==> src/rtl/lvds_sync_decoder_if.sv <==
// Parallel-word input and decoded video output bundle for lvds_sync_decoder.
// The master side drives deserialized words; the slave side is the decoder.
interface lvds_sync_decoder_if;
    logic [11:0] data_in;
    logic        data_valid;
    logic [11:0] pixel_out;
    logic        pixel_valid;
    logic        line_start;
    logic        frame_start;
    logic        frame_end;
    logic [11:0] pixel_count;
    logic [11:0] line_count;
    logic        locked;
    logic        sync_err;

    modport master (
        output data_in, data_valid,
        input  pixel_out, pixel_valid, line_start, frame_start, frame_end,
        input  pixel_count, line_count, locked, sync_err
    );

    modport slave (
        input  data_in, data_valid,
        output pixel_out, pixel_valid, line_start, frame_start, frame_end,
        output pixel_count, line_count, locked, sync_err
    );
endinterface

==> src/rtl/lvds_sync_decoder.sv <==
// Embedded-sync decoder: a 4-word window delays the stream so that the FFF/000/000 preamble
// of a sync code can be stripped before it leaves, while line/frame timing is checked.
module lvds_sync_decoder #(
    parameter int unsigned LINE_PIXELS = 1280,
    parameter int unsigned FRAME_LINES = 960
) (
    input logic                clk,
    input logic                rst,
    lvds_sync_decoder_if.slave bus_io
);

    typedef enum logic {StBlank, StActive} state_e;

    typedef struct packed {
        logic [11:0] word;
        logic        pix;
        logic        first;
    } slot_t;

    // A complete line holds the pixels plus the three preamble words of its EOL.
    localparam logic [11:0] LineWords  = 12'(LINE_PIXELS + 3);
    localparam logic [11:0] FrameLines = 12'(FRAME_LINES);
    localparam logic [11:0] CntMax     = 12'hFFF;
    localparam logic [3:0]  CodeSol    = 4'h8;
    localparam logic [3:0]  CodeEol    = 4'h9;
    localparam logic [3:0]  CodeSof    = 4'hA;
    localparam logic [3:0]  CodeEof    = 4'hB;

    state_e      state_q, state_d;
    slot_t [3:0] win_q, win_d;
    slot_t       in_slot;
    logic        locked_q, locked_d;
    logic        first_pend_q, first_pend_d;
    logic [11:0] in_cnt_q, in_cnt_d;
    logic [11:0] line_cnt_q, line_cnt_d;
    logic [11:0] pix_cnt_q, pix_cnt_d;
    logic [11:0] pixel_out_q, pixel_out_d;
    logic        pixel_valid_q, pixel_valid_d;
    logic        line_start_q, line_start_d;
    logic        frame_start_q, frame_start_d;
    logic        frame_end_q, frame_end_d;
    logic        sync_err_q, sync_err_d;
    logic        active;
    logic        sync_hit;
    logic        err;

    function automatic logic [11:0] sat_inc(logic [11:0] v);
        return (v == CntMax) ? v : v + 12'd1;
    endfunction

    assign active   = (state_q == StActive);
    assign sync_hit = bus_io.data_valid && (win_q[2].word == 12'hFFF) &&
                      (win_q[1].word == 12'h000) && (win_q[0].word == 12'h000);

    always_comb begin
        state_d       = state_q;
        win_d         = win_q;
        locked_d      = locked_q;
        first_pend_d  = first_pend_q;
        in_cnt_d      = in_cnt_q;
        line_cnt_d    = line_cnt_q;
        pix_cnt_d     = pix_cnt_q;
        pixel_out_d   = pixel_out_q;
        pixel_valid_d = 1'b0;
        line_start_d  = 1'b0;
        frame_start_d = 1'b0;
        frame_end_d   = 1'b0;
        sync_err_d    = 1'b0;
        err           = 1'b0;

        in_slot.word  = bus_io.data_in;
        in_slot.pix   = locked_q && active;
        in_slot.first = locked_q && active && first_pend_q;

        if (bus_io.data_valid) begin
            win_d         = {win_q[2:0], in_slot};
            pixel_out_d   = win_q[3].word;
            pixel_valid_d = win_q[3].pix;
            line_start_d  = win_q[3].first;
            if (win_q[3].pix) begin
                pix_cnt_d = win_q[3].first ? 12'd1 : sat_inc(pix_cnt_q);
            end

            if (!sync_hit) begin
                if (in_slot.first) begin
                    first_pend_d = 1'b0;
                end
                if (active) begin
                    in_cnt_d = sat_inc(in_cnt_q);
                end
            end else begin
                // Code word and preamble now occupy the whole window; none of it is video.
                for (int i = 0; i < 4; i++) begin
                    win_d[i].pix   = 1'b0;
                    win_d[i].first = 1'b0;
                end

                if (bus_io.data_in[7:0] != 8'h00) begin
                    err     = 1'b1;
                    state_d = StBlank;
                end else begin
                    case (bus_io.data_in[11:8])
                        CodeSof: begin
                            frame_start_d = 1'b1;
                            line_cnt_d    = '0;
                            locked_d      = 1'b1;
                            state_d       = StActive;
                            first_pend_d  = 1'b1;
                            in_cnt_d      = '0;
                        end
                        CodeSol: begin
                            if (active && locked_q) begin
                                err = 1'b1;
                            end
                            state_d      = StActive;
                            first_pend_d = 1'b1;
                            in_cnt_d     = '0;
                        end
                        CodeEol: begin
                            if (active) begin
                                state_d = StBlank;
                                if (locked_q) begin
                                    line_cnt_d = sat_inc(line_cnt_q);
                                    if (in_cnt_q != LineWords) begin
                                        err = 1'b1;
                                    end
                                end
                            end else if (locked_q) begin
                                err = 1'b1;
                            end
                        end
                        CodeEof: begin
                            state_d = StBlank;
                            if (locked_q) begin
                                frame_end_d = 1'b1;
                                if (line_cnt_q != FrameLines) begin
                                    err = 1'b1;
                                end
                            end
                        end
                        default: begin
                            err     = 1'b1;
                            state_d = StBlank;
                        end
                    endcase
                end
            end
        end

        // Any protocol error drops lock; only a fresh SOF restores it.
        if (err) begin
            sync_err_d = 1'b1;
            locked_d   = 1'b0;
        end
    end

    always_ff @(posedge clk) begin
        if (rst) begin
            state_q       <= StBlank;
            win_q         <= '0;
            locked_q      <= 1'b0;
            first_pend_q  <= 1'b0;
            in_cnt_q      <= '0;
            line_cnt_q    <= '0;
            pix_cnt_q     <= '0;
            pixel_out_q   <= '0;
            pixel_valid_q <= 1'b0;
            line_start_q  <= 1'b0;
            frame_start_q <= 1'b0;
            frame_end_q   <= 1'b0;
            sync_err_q    <= 1'b0;
        end else begin
            state_q       <= state_d;
            win_q         <= win_d;
            locked_q      <= locked_d;
            first_pend_q  <= first_pend_d;
            in_cnt_q      <= in_cnt_d;
            line_cnt_q    <= line_cnt_d;
            pix_cnt_q     <= pix_cnt_d;
            pixel_out_q   <= pixel_out_d;
            pixel_valid_q <= pixel_valid_d;
            line_start_q  <= line_start_d;
            frame_start_q <= frame_start_d;
            frame_end_q   <= frame_end_d;
            sync_err_q    <= sync_err_d;
        end
    end

    assign bus_io.pixel_out   = pixel_out_q;
    assign bus_io.pixel_valid = pixel_valid_q;
    assign bus_io.line_start  = line_start_q;
    assign bus_io.frame_start = frame_start_q;
    assign bus_io.frame_end   = frame_end_q;
    assign bus_io.pixel_count = pix_cnt_q;
    assign bus_io.line_count  = line_cnt_q;
    assign bus_io.locked      = locked_q;
    assign bus_io.sync_err    = sync_err_q;

endmodule

==> src/flat_wrapper.sv <==
// flat-port wrapper written by rule: the top's interface ports become plain ports
module lvds_sync_decoder_flat 
#(
    parameter int unsigned LINE_PIXELS = 1280,
    parameter int unsigned FRAME_LINES = 960
)
  (clk, rst, bus_io_data_in, bus_io_data_valid, bus_io_pixel_out, bus_io_pixel_valid, bus_io_line_start, bus_io_frame_start, bus_io_frame_end, bus_io_pixel_count, bus_io_line_count, bus_io_locked, bus_io_sync_err);
  lvds_sync_decoder_if bus_io_i ();
  input logic clk;
  input logic rst;
  input wire logic [$bits(bus_io_i.data_in)-1:0] bus_io_data_in;
  input wire logic [$bits(bus_io_i.data_valid)-1:0] bus_io_data_valid;
  output wire logic [$bits(bus_io_i.pixel_out)-1:0] bus_io_pixel_out;
  output wire logic [$bits(bus_io_i.pixel_valid)-1:0] bus_io_pixel_valid;
  output wire logic [$bits(bus_io_i.line_start)-1:0] bus_io_line_start;
  output wire logic [$bits(bus_io_i.frame_start)-1:0] bus_io_frame_start;
  output wire logic [$bits(bus_io_i.frame_end)-1:0] bus_io_frame_end;
  output wire logic [$bits(bus_io_i.pixel_count)-1:0] bus_io_pixel_count;
  output wire logic [$bits(bus_io_i.line_count)-1:0] bus_io_line_count;
  output wire logic [$bits(bus_io_i.locked)-1:0] bus_io_locked;
  output wire logic [$bits(bus_io_i.sync_err)-1:0] bus_io_sync_err;
  assign bus_io_i.data_in = bus_io_data_in;
  assign bus_io_i.data_valid = bus_io_data_valid;
  assign bus_io_pixel_out = bus_io_i.pixel_out;
  assign bus_io_pixel_valid = bus_io_i.pixel_valid;
  assign bus_io_line_start = bus_io_i.line_start;
  assign bus_io_frame_start = bus_io_i.frame_start;
  assign bus_io_frame_end = bus_io_i.frame_end;
  assign bus_io_pixel_count = bus_io_i.pixel_count;
  assign bus_io_line_count = bus_io_i.line_count;
  assign bus_io_locked = bus_io_i.locked;
  assign bus_io_sync_err = bus_io_i.sync_err;
  lvds_sync_decoder #(.LINE_PIXELS(LINE_PIXELS), .FRAME_LINES(FRAME_LINES)) u_core (.clk(clk), .rst(rst), .bus_io(bus_io_i));
endmodule
==> config.mk <==
export PLATFORM = sky130hd
export DESIGN_NAME = lvds_sync_decoder_flat
export DESIGN_NICKNAME = d
export VERILOG_FILES = /design/src/rtl/lvds_sync_decoder_if.sv /design/src/rtl/lvds_sync_decoder.sv /design/src/flat_wrapper.sv
export SDC_FILE = /design/constraint.sdc
export NUM_CORES = 1
export LEC_CHECK = 0
export ABC_CLOCK_PERIOD_IN_PS = 2700
export CAP_MARGIN = 40
export CORE_UTILIZATION = 30
export DETAILED_ROUTE_END_ITERATION = 7
export GPL_ROUTABILITY_DRIVEN = 1
export HOLD_SLACK_MARGIN = 0.08
export PLACE_DENSITY_LB_ADDON = 0.08
export SETUP_SLACK_MARGIN = 0.02
export SYNTH_ARGS = -nofsm -noshare
export SYNTH_HDL_FRONTEND = slang
export SYNTH_SLANG_ARGS = --single-unit
==> constraint.sdc <==
create_clock -name clk -period 2.7 [get_ports clk]
set_clock_uncertainty 0.2 [all_clocks]
set_input_delay 0.54 -clock clk [delete_from_list [all_inputs] [get_ports clk]]
set_output_delay 0.54 -clock clk [all_outputs]
set_load 0.01 [all_outputs]
# Yosys cells after proc, flatten, opt, wreduce, memory -nomap -nowiden
# Index checks and enable logic that the tools add are counted.
[totals]
wordCells = 104
inputBits = 15
out_inout_bits = 42
register_bits = 112
[classes]
mux = 34
n_bitwise = 4
addsub = 3
n_reduce_logical = 22
eq_ne = 17
[op_table]
columns = ["cell", "count"]
rows = [
  ["2-to-1 mux 12 bit", 10],
  ["equality test 12 bit, second input constant", 4],
  ["adder 12 x 1 -> 12 bit, second input constant", 3],
  ["zero test 12 bit", 2],
  ["case mux 12 bit (2 select lines)", 1],
  ["2-to-1 mux 1 bit", 18],
  ["equality test 4 bit, second input constant", 4],
  ["inequality test 12 x 10 -> 1 bit, second input constant", 1],
  ["inequality test 12 x 11 -> 1 bit, second input constant", 1],
  ["2-to-1 mux 2 bit", 4],
  ["inequality test 2 x 1 -> 1 bit, second input constant", 4],
  ["AND reduction 4 bit", 2],
  ["nonzero test 8 bit", 1],
  ["AND reduction 7 bit", 1],
  ["inequality test 2 bit, second input constant", 3],
  ["nonzero test 2 bit", 3],
  ["OR reduction 2 bit", 3],
  ["logical AND 1 bit", 5],
  ["AND reduction 5 bit", 1],
  ["OR reduction 5 bit", 1],
  ["NOT 1 bit", 4],
  ["case mux 1 bit (4 select lines)", 1],
  ["OR reduction 4 bit", 1],
  ["AND reduction 3 bit", 1],
  ["AND reduction 2 bit", 1],
]

# Longest topological paths before layout
# Gate-level depths: netlist of run 1.
[depth]
word_depth = 9
depth_mapped = 8
ltp_nobuf = 7

# Worst setup path before layout of run 1
# OpenSTA, ideal clock, no wires.
[synth_timing]
kind = "input -> register"
from = "input port bus_io_data_valid"
to = "register u_core.line_cnt_q[7], in the netlist u_core.bus_io.line_count[7]"
t_required_ps = 2368
path_slack_ps = 250
path_stages = 8
path_buffers = 3
setup_ps = 132
arrival_ps = 2118
cell_sequence = "buf_4 -> and4b_1 -> nand4_1 -> or4_1 -> buf_2 -> buf_6 -> o31ai_2 -> a21oi_1"
[synth_between]
elab_chain_cells = 4
[synth_lines]
columns = ["element", "line", "source"]
rows = [
  ["start: declaration", "flat_wrapper.sv:12", "input wire logic [$bits(bus_io_i.data_valid)-1:0] bus_io_data_valid;"],
  ["logical AND 1 bit (2 in series)", "lvds_sync_decoder.sv:52", "assign sync_hit = bus_io.data_valid && (win_q[2].word == 12'hFFF) &&"],
  ["logical AND 1 bit", "lvds_sync_decoder.sv:53", "(win_q[1].word == 12'h000) && (win_q[0].word == 12'h000);"],
  ["AND reduction 7 bit (no source line) *", "n/a", ""],
  ["end signal: assignment", "lvds_sync_decoder.sv:178", "line_cnt_q <= line_cnt_d;"],
  ["end: declaration", "lvds_sync_decoder.sv:35", "logic [11:0] line_cnt_q, line_cnt_d;"],
]
# Every way passes the cells marked *; elsewhere a longest branch is shown, timed or not.
# A chain may end at the register's enable or synchronous reset.

# Final worst setup path of run 1
[layout_timing]
from = "input port bus_io_data_in[1]"
to = "register u_core.in_cnt_q[9]"
[layout_between]
elab_chain_cells = 3
[layout_lines]
columns = ["element", "line", "source"]
rows = [
  ["start: declaration", "flat_wrapper.sv:11", "input wire logic [$bits(bus_io_i.data_in)-1:0] bus_io_data_in;"],
  ["nonzero test 8 bit", "lvds_sync_decoder.sv:98", "if (bus_io.data_in[7:0] != 8'h00) begin"],
  ["inequality test 2 bit (no source line)", "n/a", ""],
  ["AND reduction 5 bit (no source line)", "n/a", ""],
  ["end signal: assignment", "lvds_sync_decoder.sv:177", "in_cnt_q <= in_cnt_d;"],
  ["end: declaration", "lvds_sync_decoder.sv:34", "logic [11:0] in_cnt_q, in_cnt_d;"],
]
# Every way passes these cells.

==> results.sh, run 1 <==
export IMPL_outcome="finished clean"
export IMPL_hold_violations=0
export IMPL_yosysMostFrequentCell="dfxtp_1"
export IMPL_post_route_cells_drive_above_1_share_pct=10.55
export IMPL_core_mm2=0.01589
export IMPL_holdBufCountCts=0
export IMPL_drcViolationCount=0
export IMPL_fillers=1631
export IMPL_wl_per_cell_um=14.60
export IMPL_rsz0062_at_grt="false"
export IMPL_die_area_mm2=0.01675
export IMPL_reg2reg_slack_ns=0.28
export IMPL_ys_top_cells_by_area="dfxtp_1 (46%), mux2i_1 (14%), nor2_1 (7.0%)"
export IMPL_min_path_cells=2
export IMPL_initial_core_util_pct=30.66
export IMPL_layout_min_cycle_time_ns=2.534
export IMPL_fmax_mhz=394.7
export IMPL_yosysWarnings=0
export IMPL_multi_input_area_mm2=0.002505
export IMPL_period_share_pct=93.84
export IMPL_place_gp_congestion=0.7784
export IMPL_viasPerCell=4.952
export IMPL_power_density_mw_per_mm2=555.6
export IMPL_cp_top_family="simple AND/OR/NAND/NOR gates"
export IMPL_worstPathArrival_ns=2.57
export IMPL_crit_buf_inv=3
export IMPL_grtUsageTotal_pct=14.62
export IMPL_drt_iter0_markers=237
export IMPL_cp_required_ns=2.74
export IMPL_clkTransAtPathRegs_ns=0.07
export IMPL_p_total_uw=3459
export IMPL_fp_dieH_um=129.4
export IMPL_synth_top_cell_area_share_pct=46.04
export IMPL_synth_cells=523
export IMPL_drv_cap=0
export IMPL_whs_ns=0.2854
export IMPL_overflow=0
export IMPL_avgSynthCellArea_um2=9.311
export IMPL_mappedNetlistArea_mm2=0.004870
export IMPL_path_class="in2reg"
export IMPL_cp_cell_sequence="clkdlybuf4s50_1, nor4_2, nand3_1, or4_1, buf_4, o21ai_4, buf_12, a21oi_1"
export IMPL_clock_latency_ns=0.35
export IMPL_yosysTopAreaCell="dfxtp_1"
export IMPL_io_pins=57
export IMPL_ctsResizeCount=0
export IMPL_fin_setup_tns_ns=0
export IMPL_setup_viol=0
export IMPL_hp_start="u_core.in_cnt_q[1]$_SDFFE_PP0P_"
export IMPL_ys_ff_latch=112
export IMPL_critical_path_slowest_cell="clkdlybuf4s50_1"
export IMPL_grt_antenna_before_repair=0
export IMPL_cts_root_buf="clkbuf_16"
export IMPL_async_flop_share_pct=0
export IMPL_r2r_start="u_core.win_q[27]$_SDFFE_PP0P_"
export IMPL_synth_edff_count=0
export IMPL_num_rows=46
export IMPL_maxSlewViolCount=0
export IMPL_worstRegToRegCells=7
export IMPL_cts_setup_buffers=0
export IMPL_dr_pass1_iters=4
export IMPL_ys_flop_type="dfxtp_1"
export IMPL_clockBufferDepth=2
export IMPL_syn_nets=542
export IMPL_worstMarginPinSlew_ns=0.5395
export IMPL_critPathLaunchType="primary input"
export IMPL_cts_buffers=9
export IMPL_port_buffers=56
export IMPL_n_antenna_cell=0
export IMPL_grt_pass1_vias=3666
export IMPL_ir_worst_vdd_uv=262.8
export IMPL_netlist_cell_type_count=52
export IMPL_fin_nets=611
export IMPL_via_count=4026
export IMPL_grt_pass1_wl_um=18950
export IMPL_cp_end_kind="flip-flop"
export IMPL_ys_seq_area_share_pct=46.04
export IMPL_hold_path_class="reg2reg"
export IMPL_die_w_um=129.4
export IMPL_timing_rr_end="u_core.in_cnt_q[9]$_SDFFE_PP0P_"
export IMPL_antenna_left=0
export IMPL_h_tree_depth=3
export IMPL_routed_wl_um=11870
export IMPL_relSlewSlack_pct=64.04
export IMPL_syn_to_final_growth_pct=27.83
export IMPL_leakage_uw=0.002333
export IMPL_cp_startpoint="bus_io_data_in[1]"
export IMPL_crit_path_max_incr_delay_ns=0.46
export IMPL_hpwl_um=8043
export IMPL_crit_fanout=18
export IMPL_min_to="u_core.in_cnt_q[1]$_SDFFE_PP0P_"
export IMPL_synth_commonest_cells="dfxtp_1 (112), nor2_1 (91), mux2i_1 (68), a21oi_1 (25), nand4_1 (22)"
export IMPL_cts_sinks=112
export IMPL_grt_max_degree=71
export IMPL_cts_tree="built"
export IMPL_seq_area_mm2=0.002242
## stage by stage
step           util [%]  instance area (µm²)  setup slack (ns)  std cells
2_1_floorplan         -                 4870            0.2499        523
3_3_place_gp      36.59                 5812           -0.4949        795
3_5_place_dp      36.81                 5847           -0.3223        797
4_1_cts           39.04                 6201           0.06137        813
5_1_grt           39.19                 6225           0.07572        813
6_report          39.19                 6225            0.1664        813
## placed cells by master, fill, tap and decap left out, drive strengths merged, types with 2 or more instances in the layout
master,Yosys,routed
o21ai,14,14
o31ai,14,14
nor2,91,91
or4,5,5
a21oi,25,25
nor2b,6,6
clkbuf,18,10
nor4b,5,5
inv,10,11
nor4,11,11
dfxtp,112,112
o21a,3,3
a31oi,4,4
nand3,12,12
and4b,3,3
or3,8,8
clkdlybuf4s50,0,54
mux2i,68,68
and2,5,5
and4,5,5
xnor2,8,8
and3,9,9
or2,2,2
nand4,23,23
nand2,15,15
ha,4,4
buf,9,31
o211ai,2,2
a211o,2,2
nor3,14,14
bufinv,0,3
nand2b,4,4
## worst register-to-register path, delay by kind of cell (launching register included)
family	cells	cell delay (ns)
DFF	1	0.33
buffers and inverters	2	0.37
and+or+nand+nor	3	1.13
AOI/OAI and AO/OA	2	0.25
## how the worst max path moves through the flow
stage | to | slack (ns) | cells past startpoint
2_1_floorplan | u_core.bus_io.line_count[7]$_SDFFE_PP0P_ | 0.25 | 8
3_3_place_gp | u_core.bus_io.line_count[0]$_SDFFE_PP0P_ | -0.49 | 7
3_5_place_dp | u_core.in_cnt_q[9]$_SDFFE_PP0P_ | -0.32 | 8
4_1_cts | u_core.in_cnt_q[9]$_SDFFE_PP0P_ | 0.06 | 8
5_1_grt | u_core.bus_io.line_count[2]$_SDFFE_PP0P_ | 0.08 | 7
6_report | u_core.in_cnt_q[9]$_SDFFE_PP0P_ | 0.17 | 8
## state kept, by name, indices dropped and copies added (netlist names)
signal                     flops
u_core.win_q                  56
u_core.in_cnt_q               12
u_core.bus_io.sync_err         1
u_core.bus_io.locked           1
u_core.bus_io.line_count      12
u_core.active                  1
u_core.first_pend_q            1
u_core.bus_io.line_start       1
u_core.bus_io.pixel_count     12
u_core.bus_io.pixel_valid      1
u_core.bus_io.pixel_out       12
u_core.bus_io.frame_start      1
u_core.bus_io.frame_end        1
## kinds of logic after synthesis
group	Yosys count	synth area share [%]
simple gates	221	24.18
flops	112	46.04
compound gates	73	10.18
mux	68	13.98
buf+inv	37	3.160
xor+xnor	8	1.439
fa+ha+maj	4	1.028
## final cells by class
type | count | share of cell area (%)
multi-input cells | 374 | 40.24
flip-flops and latches | 112 | 36.02
repair buffers | 85 | 13.11
well taps | 216 | 4.342
clock buffers | 10 | 3.839
clock inverters | 6 | 1.849
inverters | 10 | 0.6030
## power breakdown
group          total (µW)  internal [µW]  switching, µW  leakage, µW
clock                1570            938            634     0.000169
combinational         196           91.1            105      0.00126
sequential           1690           1670           19.6     0.000905
total                3460           2700            758      0.00233
## metal layers
layer / part of all wire, % / up-vias / GRT usage, % / wire length (µm)
met4: 1.7 / 0 / 6.574 / 206
met3: 3.7 / 12 / 2.642 / 445
met5: 0 / - / 0 / 0
met2: 44 / 81 / 21.82 / 5281
met1: 50 / 1902 / 20.45 / 5939
li1: - / 2031 / - / -
Note: power is estimated with default switching activity, not from simulation.
==> run 2, diff against run 1 <==
--- a/config.mk
+++ b/config.mk
@@ -6,8 +6,9 @@
 export NUM_CORES = 1
 export LEC_CHECK = 0
 export ABC_CLOCK_PERIOD_IN_PS = 2700
-export CAP_MARGIN = 40
+export CAP_MARGIN = 0
 export CORE_UTILIZATION = 30
+export CTS_CLUSTER_SIZE = 24
 export DETAILED_ROUTE_END_ITERATION = 7
 export GPL_ROUTABILITY_DRIVEN = 1
 export HOLD_SLACK_MARGIN = 0.08
==> run 2 against run 1 <==
Net effect:
- register-to-register slack worse by 0.03 ns
- die area unchanged
- critical path depth down 1
- routed wire length up 0.29%
- utilization down 0.32 points
- sequential power about the same
- critical endpoint is now u_core.bus_io.line_count[5]$_SDFFE_PP0P_
- highest routed layer unchanged
==> results.sh, run 2 (synthesis results as in run 1) <==
export IMPL_post_route_util_pct=38.86
export IMPL_p_int_uw=2603
export IMPL_critPathLaunchType="primary input"
export IMPL_hold_path_class="reg2reg"
export IMPL_power_density_mw_per_mm2=546.5
export IMPL_ir_worst_vdd_uv=264.9
export IMPL_p_seq_share_pct=50.1
export IMPL_final_cell_mix="dfxtp_1 (112), nor2_1 (91), mux2i_1 (68)"
export IMPL_grt_pass1_wl_um=19600
export IMPL_grtUsageTotal_pct=14.91
export IMPL_n_antenna_cell=0
export IMPL_grt_antenna_before_repair=0
export IMPL_top_register="u_core.win_q"
export IMPL_hpwl_um=7856
export IMPL_initial_core_util_pct=30.66
export IMPL_viasPerCell=5.046
export IMPL_layout_min_cycle_time_ns=2.566
export IMPL_grt_pass1_vias=3829
export IMPL_final_common_cell="dfxtp_1"
export IMPL_path_class="in2reg"
export IMPL_placed_area_mm2=0.005812
export IMPL_cts_root_buf="clkbuf_16"
export IMPL_num_rows=46
export IMPL_cts_sinks=112
export IMPL_gr_usage_met3_pct=2.560
export IMPL_core_mm2=0.01589
export IMPL_routed_wl_um=11910
export IMPL_h_tree_depth=3
export IMPL_cts_setup_buffers=0
export IMPL_via_count=4092
export IMPL_drt_iter0_markers=181
export IMPL_worstMarginPinSlew_ns=0.9393
export IMPL_switching_share_pct=22.84
export IMPL_cp_end_kind="flip-flop"
export IMPL_p_comb_share_pct=5.7
export IMPL_clockBufferDepth=2
export IMPL_clkTransAtPathRegs_ns=0.08
export IMPL_place_gp_congestion=0.7784
export IMPL_dr_pass1_iters=4
export IMPL_post_place_ws_ns=-0.5046
export IMPL_fin_nets=609
export IMPL_cp_required_ns=2.70
export IMPL_outcome="finished clean"
export IMPL_die_area_mm2=0.01675
export IMPL_io_pins=57
export IMPL_post_route_cells_drive_above_1_share_pct=10.25
export IMPL_maxSlewViolCount=0
export IMPL_whs_ns=0.2890
export IMPL_cts_buffers=9
export IMPL_cts_tree="built"
export IMPL_syn_to_final_growth_pct=26.77
export IMPL_period_share_pct=95.05
export IMPL_drcViolationCount=0
export IMPL_clock_latency_ns=0.35
export IMPL_wl_per_cell_um=14.68
export IMPL_hold_violations=0
export IMPL_leakage_uw=0.002308
export IMPL_drv_cap=0
export IMPL_setup_ws_ns=0.1338
export IMPL_crit_fanout=18
export IMPL_use_met2_pct=22.68
export IMPL_gr_usage_met1_pct=20.61
export IMPL_fmax_mhz=389.7
export IMPL_fp_dieH_um=129.4
export IMPL_p_switching_uw=770.6
export IMPL_busiest_layer="met2"
export IMPL_worstPathArrival_ns=2.57
export IMPL_relSlewSlack_pct=37.38
export IMPL_grt_max_degree=86
export IMPL_overflow=0
export IMPL_setup_viol=0
export IMPL_antenna_left=0
export IMPL_largest_reg_flops=56
export IMPL_die_w_um=129.4
export IMPL_p_clk_share_pct=44.2
export IMPL_port_buffers=56
export IMPL_fin_area_mm2=0.006173
export IMPL_rsz0062_at_grt="false"
-- run 2: cell count changes in the layout (fill, tap and decap cells not counted) --
cell | previous run | this run
buf_16 | 1 | 0
buf_4 | 27 | 26
bufinv_16 | 3 | 2
clkinv_2 | 0 | 1
clkinv_4 | 1 | 0
inv_6 | 1 | 2
nor4_2 | 6 | 5
nor4_4 | 0 | 1
-- run 2: metrics by stage --
step           total power, µW  std cells  setup TNS, ns
2_1_floorplan             1843        523              0
3_3_place_gp              1919        795         -9.897
3_5_place_dp              1920        795         -9.964
4_1_cts                   3420        811              0
5_1_grt                   3505        811              0
6_report                  3374        811              0
-- run 2: critical path: stages --
cell and delay (ns):
clkdlybuf4s50_1 0.46, nor4_2 0.40, nand3_1 0.15, or4_1 0.41, buf_4 0.23, o31ai_1 0.28, a21oi_1 0.09
-- run 2: path summary, 6_finish.rpt --
path	from	to	slack [ns]	cells past startpoint
worst min-delay path	u_core.in_cnt_q[1]$_SDFFE_PP0P_	u_core.in_cnt_q[1]$_SDFFE_PP0P_	0.29	2
worst max-delay path	bus_io_data_in[1]	u_core.bus_io.line_count[5]$_SDFFE_PP0P_	0.13	7
worst max register to register	u_core.win_q[11]$_SDFFE_PP0P_	u_core.bus_io.line_count[5]$_SDFFE_PP0P_	0.25	6
worst min register to register	u_core.in_cnt_q[1]$_SDFFE_PP0P_	u_core.in_cnt_q[1]$_SDFFE_PP0P_	0.29	2
-- run 2: final cells by class --
type / count / area (µm²)
Tap cell: 216 / 270.3
Inverter: 10 / 37.54
Timing Repair Buffer: 83 / 780.7
Sequential cell: 112 / 2242
Fill cell: 1645 / 9712
Multi-Input combinational cell: 374 / 2514
Clock buffer: 10 / 239.0
Clock inverter: 6 / 90.09
-- run 2: per-layer routing --
| layer | vias to the layer above | wire [µm] | part of all wire [%] |
|---|---|---|---|
| met1 | 1944 | 5928 | 50 |
| met5 | - | 0 | 0 |
| met4 | 0 | 200 | 1.7 |
| met2 | 100 | 5216 | 44 |
| met3 | 12 | 561 | 4.7 |
| li1 | 2036 | - | - |
-- run 2: power groups by stage --
stage	logic (µW)	clock network [µW]	registers [µW]
2_1_floorplan	119	0	1720
3_3_place_gp	188	0	1730
3_5_place_dp	189	0	1730
4_1_cts	191	1540	1690
5_1_grt	208	1600	1690
6_report	191	1490	1690
-- run 2: repair_timing --
item | 4_1_cts | 5_1_grt
hold endpoints to repair | 0 | 0
cloned | 0 | 0
setup endpoints to repair | 12 | 25
pin swaps | 0 | 0
resized for setup | 1 | 3
hold buffers | 0 | 0
==> run 3, diff against run 2 <==
--- a/config.mk
+++ b/config.mk
@@ -13,7 +13,9 @@
 export GPL_ROUTABILITY_DRIVEN = 1
 export HOLD_SLACK_MARGIN = 0.08
 export PLACE_DENSITY_LB_ADDON = 0.08
+export REMOVE_ABC_BUFFERS = 1
 export SETUP_SLACK_MARGIN = 0.02
+export SLEW_MARGIN = 20
 export SYNTH_ARGS = -nofsm -noshare
 export SYNTH_HDL_FRONTEND = slang
 export SYNTH_SLANG_ARGS = --single-unit
==> run 3 against run 2 <==
Net effect:
- largest cell class unchanged
- die area stayed put
- worst hold slack worse by 0.0021 ns
- worst setup slack worse by 0.026 ns
- flip-flop and latch count stayed put
- final cell count is 0.62% higher
- sequential power hardly changed
- fmax is 0.99% lower
- global-route usage is 0.21 points lower
- cell area is 0.36% higher
- largest power group unchanged
- critical path depth is 1 higher
- critical endpoint is now u_core.bus_io.line_count[6]$_SDFFE_PP0P_
==> results.sh, run 3 (synthesis results as in run 1) <==
export IMPL_grt_antenna_before_repair=0
export IMPL_switching_share_pct=22.76
export IMPL_setup_viol=0
export IMPL_routed_wl_um=11420
export IMPL_layout_cells_non_filler=816
export IMPL_h_tree_depth=3
export IMPL_n_antenna_cell=0
export IMPL_initial_core_util_pct=30.66
export IMPL_antenna_left=0
export IMPL_cp_top_family="simple AND/OR/NAND/NOR gates"
export IMPL_drt_iter0_markers=256
export IMPL_critPathLaunchType="primary input"
export IMPL_cts_tree="built"
export IMPL_cts_sinks=112
export IMPL_crit_buf_inv=3
export IMPL_maxSlewViolCount=0
export IMPL_relSlewSlack_pct=37.87
export IMPL_layout_min_cycle_time_ns=2.592
export IMPL_cts_root_buf="clkbuf_16"
export IMPL_worstSetupPathDepth=8
export IMPL_fin_nets=614
export IMPL_p_seq_share_pct=52.0
export IMPL_post_route_util_pct=39.00
export IMPL_p_clk_share_pct=42.1
export IMPL_p_int_uw=2510
export IMPL_cp_cell_sequence="clkdlybuf4s50_1, nor4_4, buf_4, nand3_1, or4_1, buf_6, o31ai_2, a21oi_1"
export IMPL_r2r_start="u_core.win_q[6]$_SDFFE_PP0P_"
export IMPL_fmax_mhz=385.8
export IMPL_hpwl_um=7753
export IMPL_grt_pass1_vias=3838
export IMPL_timing_rr_end="u_core.bus_io.line_count[6]$_SDFFE_PP0P_"
export IMPL_place_gp_congestion=0.7763
export IMPL_crit_path_max_incr_delay_ns=0.47
export IMPL_hold_path_class="reg2reg"
export IMPL_fp_dieH_um=129.4
export IMPL_holdBufCountCts=0
export IMPL_worstRegToRegCells=6
export IMPL_power_density_mw_per_mm2=524.5
export IMPL_cp_startpoint="bus_io_data_in[1]"
export IMPL_p_switching_uw=739.7
export IMPL_die_area_mm2=0.01675
export IMPL_period_share_pct=96.00
export IMPL_dr_pass1_iters=4
export IMPL_p_comb_share_pct=5.9
export IMPL_cp_end_kind="flip-flop"
export IMPL_cts_buffers=9
export IMPL_io_pins=57
export IMPL_placed_cells=800
export IMPL_final_cell_mix="dfxtp_1 (112), nor2_1 (91), mux2i_1 (68)"
export IMPL_clockBufferDepth=2
export IMPL_drcViolationCount=0
export IMPL_worstSetupEndpoint="u_core.bus_io.line_count[6]$_SDFFE_PP0P_"
export IMPL_die_w_um=129.4
export IMPL_grt_max_degree=86
export IMPL_hold_violations=0
export IMPL_core_mm2=0.01589
export IMPL_viasPerCell=4.940
export IMPL_syn_to_final_growth_pct=27.24
export IMPL_via_count=4031
export IMPL_wl_per_cell_um=13.99
export IMPL_rsz0062_at_grt="false"
export IMPL_worstPathArrival_ns=2.58
export IMPL_largest_reg_flops=56
export IMPL_reg2reg_slack_ns=0.28
export IMPL_p_total_uw=3250
export IMPL_clock_latency_ns=0.35
export IMPL_path_class="in2reg"
export IMPL_critical_path_slowest_cell="or4_1"
export IMPL_cp_required_ns=2.69
export IMPL_num_rows=46
export IMPL_grtUsageTotal_pct=14.70
export IMPL_overflow=0
export IMPL_grt_pass1_wl_um=19210
export IMPL_clkTransAtPathRegs_ns=0.07
export IMPL_port_buffers=56
export IMPL_drv_cap=0
export IMPL_final_common_cell="dfxtp_1"
export IMPL_fillers=1645
export IMPL_top_register="u_core.win_q"
export IMPL_worstMarginPinSlew_ns=0.9319
export IMPL_leakage_uw=0.002324
export IMPL_crit_fanout=14
export IMPL_ir_worst_vdd_uv=255.8
export IMPL_outcome="finished clean"
export IMPL_post_route_cells_drive_above_1_share_pct=11.17
-- run 3: worst min-delay path by stage --
stage                                startpoint                               end  slack (ns)  cells after the start
2_1_floorplan  u_core.first_pend_q$_SDFFE_PP0P_  u_core.first_pend_q$_SDFFE_PP0P_        0.25                      2
3_3_place_gp       u_core.win_q[0]$_SDFFE_PP0P_      u_core.win_q[0]$_SDFFE_PP0P_        0.26                      2
3_5_place_dp       u_core.win_q[0]$_SDFFE_PP0P_      u_core.win_q[0]$_SDFFE_PP0P_        0.28                      2
4_1_cts        u_core.first_pend_q$_SDFFE_PP0P_  u_core.first_pend_q$_SDFFE_PP0P_        0.29                      2
5_1_grt           u_core.win_q[44]$_SDFFE_PP0P_     u_core.win_q[44]$_SDFFE_PP0P_        0.32                      2
6_report       u_core.first_pend_q$_SDFFE_PP0P_  u_core.first_pend_q$_SDFFE_PP0P_        0.29                      2
-- run 3: power groups by stage --
| stage | registers [µW] | clock network, µW | logic [µW] |
|---|---|---|---|
| CTS | 1690 | 1420 | 192 |
| global route | 1690 | 1490 | 210 |
| detailed placement | 1730 | 0 | 190 |
| global placement | 1730 | 0 | 188 |
| floorplan | 1720 | 0 | 76.0 |
| finish | 1690 | 1370 | 191 |
-- run 3: per-stage QoR --
stage	cell area [µm²]	TNS [ns]	setup WS, ns	hold WS [ns]
floorplan	4753	-0.01416	-0.007079	0.2479
global placement	5849	-8.125	-0.4403	0.2638
CTS	6172	0	0.04877	0.2898
global route	6196	0	0.03262	0.3242
finish	6196	0	0.1081	0.2869
detailed placement	5861	-7.828	-0.4217	0.2752
-- run 3: routing by layer --
metal,wire length (µm),global-route usage [%]
met2,4897,22.23
met3,452,2.395
met4,234,7.128
met5,0,0
met1,5834,20.29
-- run 3: timing repair --
item                                    4_1_cts  5_1_grt
resized for setup                             2        5
setup buffers                                 0        0
endpoints found under the setup margin        1       12
-- run 3: layout make-up --
class                           count  area [µm²]  area share (%)
Multi-Input combinational cell    374        2525           40.75
Inverter                           10       37.54          0.6058
Sequential cell                   112        2242           36.19
Timing Repair Buffer               88       822.0           13.27
Clock buffer                       12       246.5           3.978
Tap cell                          216       270.3           4.362
Clock inverter                      4       52.55          0.8481
-- run 3: tightest hold or removal path, stage by stage (launching register included) --
cell	delay, ns
dfxtp_1	0.31
o21ai_0	0.07
a21oi_1	0.06
